`config.mk`:
```
export PLATFORM = sky130hd
export DESIGN_NAME = new_means_divider
export DESIGN_NICKNAME = d
export VERILOG_FILES = /design/src/rtl/kmeans_pkg.sv /design/src/rtl/mean_div_lane.sv /design/src/rtl/new_means_divider.sv
export SDC_FILE = /design/constraint.sdc
export NUM_CORES = 2
export LEC_CHECK = 0
export ABC_AREA = 1
export ABC_CLOCK_PERIOD_IN_PS = 6150
export BUFFER_PORTS_ARGS = -buffer_cell sky130_fd_sc_hd__buf_2
export CAP_MARGIN = 40
export CORE_AREA = 5 5 300 302
export CTS_BUF_LIST = sky130_fd_sc_hd__clkbuf_8
export CTS_CLUSTER_DIAMETER = 100
export DETAILED_ROUTE_END_ITERATION = 10
export DIE_AREA = 0 0 305 307
export PLACE_DENSITY = 0.6
export SLEW_MARGIN = 20
export SYNTH_ARGS = -nofsm -noshare
export SYNTH_HDL_FRONTEND = slang
export SYNTH_SLANG_ARGS = --single-unit
```
`constraint.sdc`:
```
create_clock -name clk -period 6.15 [get_ports clk]
set_clock_uncertainty 0.05 [all_clocks]
set_input_delay 1.23 -clock clk [delete_from_list [all_inputs] [get_ports clk]]
set_output_delay 1.23 -clock clk [all_outputs]
set_load 0.01 [all_outputs]
```
`src/rtl/kmeans_pkg.sv`:
```
// kmeans_pkg: shared widths, FSM states and saturation helper for the k-means divider stage
package kmeans_pkg;
  localparam int centroid_num = 8;
  localparam int coord_num = 7;
  localparam int accum_cord_width = 22;
  localparam int accum_width = coord_num * accum_cord_width;
  localparam int cordinate_width = 13;
  localparam int dataWidth = coord_num * cordinate_width;
  localparam int count_width = 10;
  localparam int idx_width = 3;
  localparam int DIV_CYCLES = 22;
  localparam logic [cordinate_width-1:0] SAT_MAX = 13'h0FFF;
  localparam logic [cordinate_width-1:0] SAT_MIN = 13'h1000;
  typedef enum logic [2:0] {IDLE, LOAD, DIV, EMIT, FIN} state_t;
  // Clamp an unsigned quotient magnitude with sign into the 13-bit signed range
  function automatic logic [cordinate_width-1:0] sat_coord(input logic neg, input logic [accum_cord_width-1:0] mag);
    return neg ? ((mag > 22'd4096) ? SAT_MIN : 13'(-mag[cordinate_width-1:0]))
               : ((mag > 22'd4095) ? SAT_MAX : mag[cordinate_width-1:0]);
  endfunction
endpackage

```
`src/rtl/mean_div_lane.sv`:
```
// mean_div_lane: one signed-sum by unsigned-count restoring divider, one quotient bit per step
module mean_div_lane
  import kmeans_pkg::*;
(
  input  logic                        clk,
  input  logic                        rst,
  input  logic                        i_load,
  input  logic                        i_step,
  input  logic                        i_last,
  input  logic [accum_cord_width-1:0] i_sum,
  input  logic [count_width-1:0]      i_count,
  output logic [cordinate_width-1:0]  o_q
);
  logic [accum_cord_width-1:0] r_dq;
  logic [count_width:0]        r_rem;
  logic [count_width-1:0]      r_div;
  logic                        r_neg;
  logic [count_width+1:0]      w_t;
  logic                        w_ge;
  logic [accum_cord_width-1:0] w_dq;
  assign w_t  = {r_rem, r_dq[accum_cord_width-1]};
  assign w_ge = w_t >= {2'b00, r_div};
  assign w_dq = {r_dq[accum_cord_width-2:0], w_ge};
  // Dividend register shifts out magnitude bits and shifts in quotient bits; sign applied on the last step
  always_ff @(posedge clk) begin
    if (rst) begin
      r_dq  <= '0;
      r_rem <= '0;
      r_div <= '0;
      r_neg <= 1'b0;
      o_q   <= '0;
    end else if (i_load) begin
      r_dq  <= i_sum[accum_cord_width-1] ? -i_sum : i_sum;
      r_neg <= i_sum[accum_cord_width-1];
      r_div <= i_count;
      r_rem <= '0;
      o_q   <= '0;
    end else if (i_step) begin
      r_dq  <= w_dq;
      r_rem <= w_ge ? 11'(w_t - {2'b00, r_div}) : w_t[count_width:0];
      if (i_last) o_q <= sat_coord(r_neg, w_dq);
    end
  end
endmodule

```
`src/rtl/new_means_divider.sv`:
```
// new_means_divider: walks all centroids, divides accumulated sums by counts and emits new centroids
module new_means_divider
  import kmeans_pkg::*;
(
  input  logic                   clk,
  input  logic                   rst,
  input  logic                   start,
  output logic [idx_width-1:0]   acc_rd_idx,
  input  logic [accum_width-1:0] accum_in,
  input  logic [count_width-1:0] count_in,
  output logic [dataWidth-1:0]   new_centroid_in,
  output logic [idx_width-1:0]   cent_num,
  output logic                   divide_by_0,
  output logic                   centroid_valid,
  output logic                   busy,
  output logic                   done
);
  state_t                 r_state, w_next;
  logic [4:0]             r_cnt;
  logic [idx_width-1:0]   r_idx;
  logic                   r_dz;
  logic                   w_last;
  logic [dataWidth-1:0]   w_q;
  assign acc_rd_idx = r_idx;
  assign w_last = r_cnt == 5'(DIV_CYCLES - 1);
  for (genvar i = 0; i < coord_num; i++) begin : g_lane
    mean_div_lane u_lane (
      .clk     (clk),
      .rst     (rst),
      .i_load  (r_state == LOAD),
      .i_step  (r_state == DIV),
      .i_last  (w_last),
      .i_sum   (accum_in[i*accum_cord_width +: accum_cord_width]),
      .i_count (count_in),
      .o_q     (w_q[i*cordinate_width +: cordinate_width])
    );
  end
  // Next-state selection for the per-centroid load/divide/emit sequence
  always_comb begin
    w_next = r_state;
    case (r_state)
      IDLE:    w_next = start ? LOAD : IDLE;
      LOAD:    w_next = (count_in == '0) ? EMIT : DIV;
      DIV:     w_next = w_last ? EMIT : DIV;
      EMIT:    w_next = (r_idx == idx_width'(centroid_num - 1)) ? FIN : LOAD;
      FIN:     w_next = IDLE;
      default: w_next = IDLE;
    endcase
  end
  // State register, index/step counters and held output registers
  always_ff @(posedge clk) begin
    if (rst) begin
      r_state         <= IDLE;
      r_cnt           <= '0;
      r_idx           <= '0;
      r_dz            <= 1'b0;
      new_centroid_in <= '0;
      cent_num        <= '0;
      divide_by_0     <= 1'b0;
      centroid_valid  <= 1'b0;
      busy            <= 1'b0;
      done            <= 1'b0;
    end else begin
      r_state        <= w_next;
      r_cnt          <= (r_state == DIV) ? r_cnt + 5'd1 : '0;
      centroid_valid <= r_state == EMIT;
      done           <= r_state == FIN;
      busy           <= w_next != IDLE;
      if (r_state == IDLE && start) r_idx <= '0;
      if (r_state == LOAD) r_dz <= count_in == '0;
      if (r_state == EMIT) begin
        new_centroid_in <= w_q;
        cent_num        <= r_idx;
        divide_by_0     <= r_dz;
        if (r_idx != idx_width'(centroid_num - 1)) r_idx <= r_idx + 1'b1;
      end
    end
  end
endmodule

```
After elaboration in Yosys (flattened, before gate mapping)
Index checks and enable logic that the tools add are counted.
Storage, ports and cells
  bits in registers: 449
  input port bits: 167
  output and inout bits: 101
  word-level logic and storage cells: 156
Cells by class
  $add $sub $neg: 23
  $lt $le $gt $ge: 21
  equal/unequal tests: 7
  muxes and demuxes: 57
  bitwise gates (word level): 1
  reductions and logical operators: 8
Operators by type and width (number)
  22-bit two-way mux: 21
  13-bit two-way mux: 21
  22-bit by 12-bit > comparator with 1-bit output (second input constant): 7
  22-bit by 13-bit > comparator with 1-bit output (second input constant): 7
  22-bit negation: 7
  13-bit negation: 7
  12-bit by 10-bit greater-or-equal comparator with 1-bit output: 7
  11-bit two-way mux: 7
  11-bit by 10-bit subtractor with 11-bit output: 7
  3-bit two-way mux: 4
  3-bit one-hot mux with 4 select lines: 1
  10-bit zero test: 1
  3-bit by 2-bit equality test with 1-bit output (second input constant): 2
  3-bit equality test (second input constant): 2
  5-bit by 1-bit adder with 5-bit output (second input constant): 1
  5-bit equality test (second input constant): 1
  2-bit OR reduction: 2
  3-bit by 1-bit adder with 3-bit output (second input constant): 1
  3-bit by 1-bit equality test with 1-bit output (second input constant): 1
  3-bit zero test: 1
  1-bit two-way mux: 3
  3-bit != test (second input constant): 1
  3-bit nonzero test: 1
  2-bit AND reduction: 1
  other kinds (3): 3

Logic depth before layout (Yosys ltp)
  depth in word-level cells: 5
  gate-level depth with buffers: 19
  depth with buffers taken out: 18

By module
A second synthesis with hierarchy kept.
Second synthesis, totals
  cell total of the unflattened synthesis: 4849
  area, all modules: 31196.2 µm²
Modules (own cells, without submodules)
  mean_div_lane (g_lane[0].u_lane ...): times used 6, cells each 619, area each 3895.0 µm², seq. area each 1141.1 µm²
  mean_div_lane (g_lane[5].u_lane): times used 1, cells each 641, area each 3922.5 µm², seq. area each 1141.1 µm²
  new_means_divider: times used 1, cells each 494, area each 3903.7 µm², seq. area each 2202.1 µm²

Least setup slack after synthesis
Ideal clock, no wire load.
  path type: register -> register
  start: reg, netlist name g_lane[1].u_lane.r_div[1]
  end: reg g_lane[6].u_lane.o_q[3]
  setup time: 70 ps
  arrival: 2761 ps
  required time: 6030 ps
  slack: 3269 ps
  stages on the path, launching flop included: 16
  path through: dfxtp_1 inv_1 ha_1 nand4_1 nand2_2 nand2_4 inv_2 nor2_4 buf_6 ha_1 nand3_1 nor2_1 nand3_1 a21oi_2 nand3_1 a21oi_1
RTL lines
  end signal, assigned: RTL line mean_div_lane.sv:41  | if (i_last) o_q <= sat_coord(r_neg, w_dq);
  end, declared: RTL line mean_div_lane.sv:12  | output logic [cordinate_width-1:0] o_q

==> results.toml <==
[synthesis]
synth_area_um2 = 29200
ys_types = 51
ys_seq_area_frac = 0.308
ys_warn_count = 0
ys_ff_latch = 449
synthCells = 4644
syn-num-nets = 4907
syn_area_per_cell_um2 = 6.29

[placement]
gp_congestion = 0.906
dp.final_hpwl_um = 69800
placed_area_um2 = 31100
portBuffers = 267

[cts]
clk_root_buffer_cell = "clkbuf_8"
cts_tree = "done"
cts_buffers = 78
clk_latency_ns = 0.69
postCtsSetupRepairBufs = 0
cts.sink_count = 449
clk_pin_slew_worst_paths_ns = 0.06
htree_levels = 3
cts_resized = 0
ctsHoldBuffers = 0
clock_path_buffers = 3

[global_routing]
grt_max_degree = 83
grt-ovfl-total = 0
grt_pass1_wl_um = 153000
grt_pass1_vias = 28115
grt_usage = 0.198
antenna_found_initial = 3

[floorplanning]
core_area_um2 = 87400
die_h_um = 307
row_count = 109
num_io_pins = 268
dieArea_um2 = 93600
initial_utilization = 0.334
die_w_um = 305

[timing]
report.final.slew_viol_count = 0
setup-tns-final_ns = 0
min_period_ns = 3.99
hold_viol = 0
maxSlewHeadroom = 0.443
fmax_mhz = 251
setup_viol = 0
tightest_slew_ns = 0.836
finalCritPeriodShare = 0.648
rsz0062_at_grt = "no"

[route]
via_per_inst = 5.10
dr.first_iter.drc_count = 2418
vias = 30703
post_drt_wl_per_cell_um = 16.3
antenna_left = 0
drc = 0
drt_first_pass_iters = 6
wl_um = 98000

[critical_path]
worstPathArrival_ns = 4.53
critPathLaunchType = "flip-flop"
rr_startpoint = "g_lane[1].u_lane.r_div[0]"
crit_path_end_kind = "flip-flop"
crit_type = "flip-flop to flip-flop"
startpoint = "g_lane[1].u_lane.r_div[0]"
crit_chain = "ha_1 -> fa_1 -> inv_1 -> a21oi_4 -> nand2_1 -> nand2_2 -> nand2_2 -> inv_2 -> ha_1 -> nand3_1 -> nor2_1 -> nand3_1 -> a21oi_1 -> buf_4 -> nand3_1 -> a21oi_1"
crit_fanout = 20
worst_path_max_delay_cell = "dfxtp_1"
crit_top_cell = "nand3_1"
required_ns = 6.69
crit_path_max_incr_delay_ns = 0.71

[power_and_ir_drop]
powerDensity_nw_per_um2 = 285
vdd_ir_drop_max_v = 0.000119
p_leak_uw = 0.0147

[worst_hold_path]
hold_class = "flip-flop to flip-flop"
holdCritStartpoint = "g_lane[3].u_lane.o_q[0]"

[cells_and_area]
postLayoutCellArea_um2 = 32700
final_nets = 5064
drive_above_1_share = 0.105
area_delta_synth_final_pct = 12.0

[status]
status = "finished clean"

[run]
drv_cap = 0
==> synth_stat cells, drive strengths merged <==
library cell / n / area (µm²)
a21boi: 2 / 15.0
a21o: 4 / 30.0
a21oi: 392 / 2040
a22oi: 1 / 7.51
a31o: 1 / 8.76
a31oi: 42 / 263
and3: 3 / 18.8
buf: 120 / 803
clkbuf: 94 / 357
clkinv: 4 / 15.0
dfxtp: 449 / 8990
fa: 7 / 140
ha: 89 / 1110
inv: 451 / 1700
nand2: 1293 / 4950
nand3: 330 / 1680
nand3b: 18 / 135
nand4: 89 / 557
nor2: 577 / 2290
nor2b: 2 / 12.5
nor3: 23 / 125
nor3b: 2 / 15.0
nor4: 6 / 43.8
o211ai: 48 / 360
o21a: 1 / 7.51
o21ai: 430 / 2150
o21bai: 12 / 90.1
o221ai: 9 / 78.8
o22ai: 9 / 56.3
o31ai: 1 / 7.51
or2: 9 / 56.3
xnor2: 36 / 315
xor2: 90 / 788
==> layout by cell type (no fill, tap or decap), types with 12 or more instances in the layout <==
cell and instances:
nand2_1 1268, nand4_1 89, a21oi_1 374, nor2_1 554
nand3_1 326, buf_4 22, a21oi_2 17, inv_1 451
xor2_1 90, o21ai_0 393, ha_1 89, dfxtp_1 449
nand3b_1 18, o21ai_1 37, o211ai_1 48, nand2_2 16
inv_2 14, a31oi_1 42, clkbuf_8 101, nor3_1 21
o21bai_1 12, xnor2_1 36, buf_2 266
==> path summary, 6_finish.rpt <==
kind                             end  slack, ns  depth (start not counted)
max          g_lane[0].u_lane.o_q[5]       2.16                         16
min reg2reg  g_lane[3].u_lane.o_q[0]       0.41                          2
max reg2reg  g_lane[0].u_lane.o_q[5]       2.16                         16
min          g_lane[3].u_lane.o_q[0]       0.41                          2
==> cells by family (layout without fill, tap and decap cells) <==
group           Yosys count  count (layout)  synth area share
compound gates          952             952             0.175
xor+xnor                126             126            0.0378
fa+ha+maj                96              96            0.0429
buf+inv                 669             881            0.0982
flops                   449             449             0.308
other cells               0               1                 0
simple gates           2352            2352             0.338
==> stage by stage <==
step	utilization	hold slack, ns	total power (µW)	setup slack, ns	cells
2_1_floorplan	-	0.371	5750	3.27	4644
3_3_place_gp	0.355	0.392	6430	2.19	5883
3_5_place_dp	0.356	0.391	6450	2.18	5885
4_1_cts	0.374	0.405	9370	2.21	6020
5_1_grt	0.374	0.423	9950	1.85	6022
6_report	0.374	0.408	9330	2.16	6022
==> worst max-delay path: cells and delay by family (launching register included) <==
kind	cells	cell delay [ns]
AND/OR/NAND/NOR	7	0.92
buffers and inverters	3	0.62
AO/OA/AOI/OAI	3	0.79
flip-flops	1	0.71
adder cells (fa/ha/maj)	3	0.79
==> layer usage <==
metal | track usage | up-vias | routed length (µm)
met1 | 0.285 | 14075 | 46600
met5 | 0 | - | 11
met2 | 0.303 | 986 | 41700
li1 | - | 15499 | -
met4 | 0.0587 | 2 | 2470
met3 | 0.0380 | 141 | 7190
==> power breakdown <==
part	internal, µW	leakage (µW)	switching [µW]	total, µW
logic	1020	0.0101	2180	3200
registers	3080	0.00365	160	3240
clock network	1590	0.000909	1310	2900
total	5690	0.0147	3640	9330
==> registers in the layout, indices dropped and copies added (netlist names) <==
name	flops
new_centroid_in	91
done	1
g_lane.u_lane.r_div	10
g_lane.u_lane.r_neg	7
busy	1
r_dz	1
cent_num	3
r_cnt	5
centroid_valid	1
g_lane.u_lane.r_dq	154
r_state	3
g_lane.u_lane.o_q	91
divide_by_0	1
acc_rd_idx	3
g_lane.u_lane.r_rem	77
==> final cells by class <==
type | instances | area [µm²]
fill | 9572 | 54700
multi-input combinational | 3526 | 17400
sequential | 449 | 8990
inverter | 455 | 1730
timing repair buffer | 291 | 1560
tap | 1165 | 1460
clock buffer | 101 | 1390
clock inverter | 34 | 230
antenna | 1 | 2.50
Note: power is estimated with default switching activity, not from simulation.
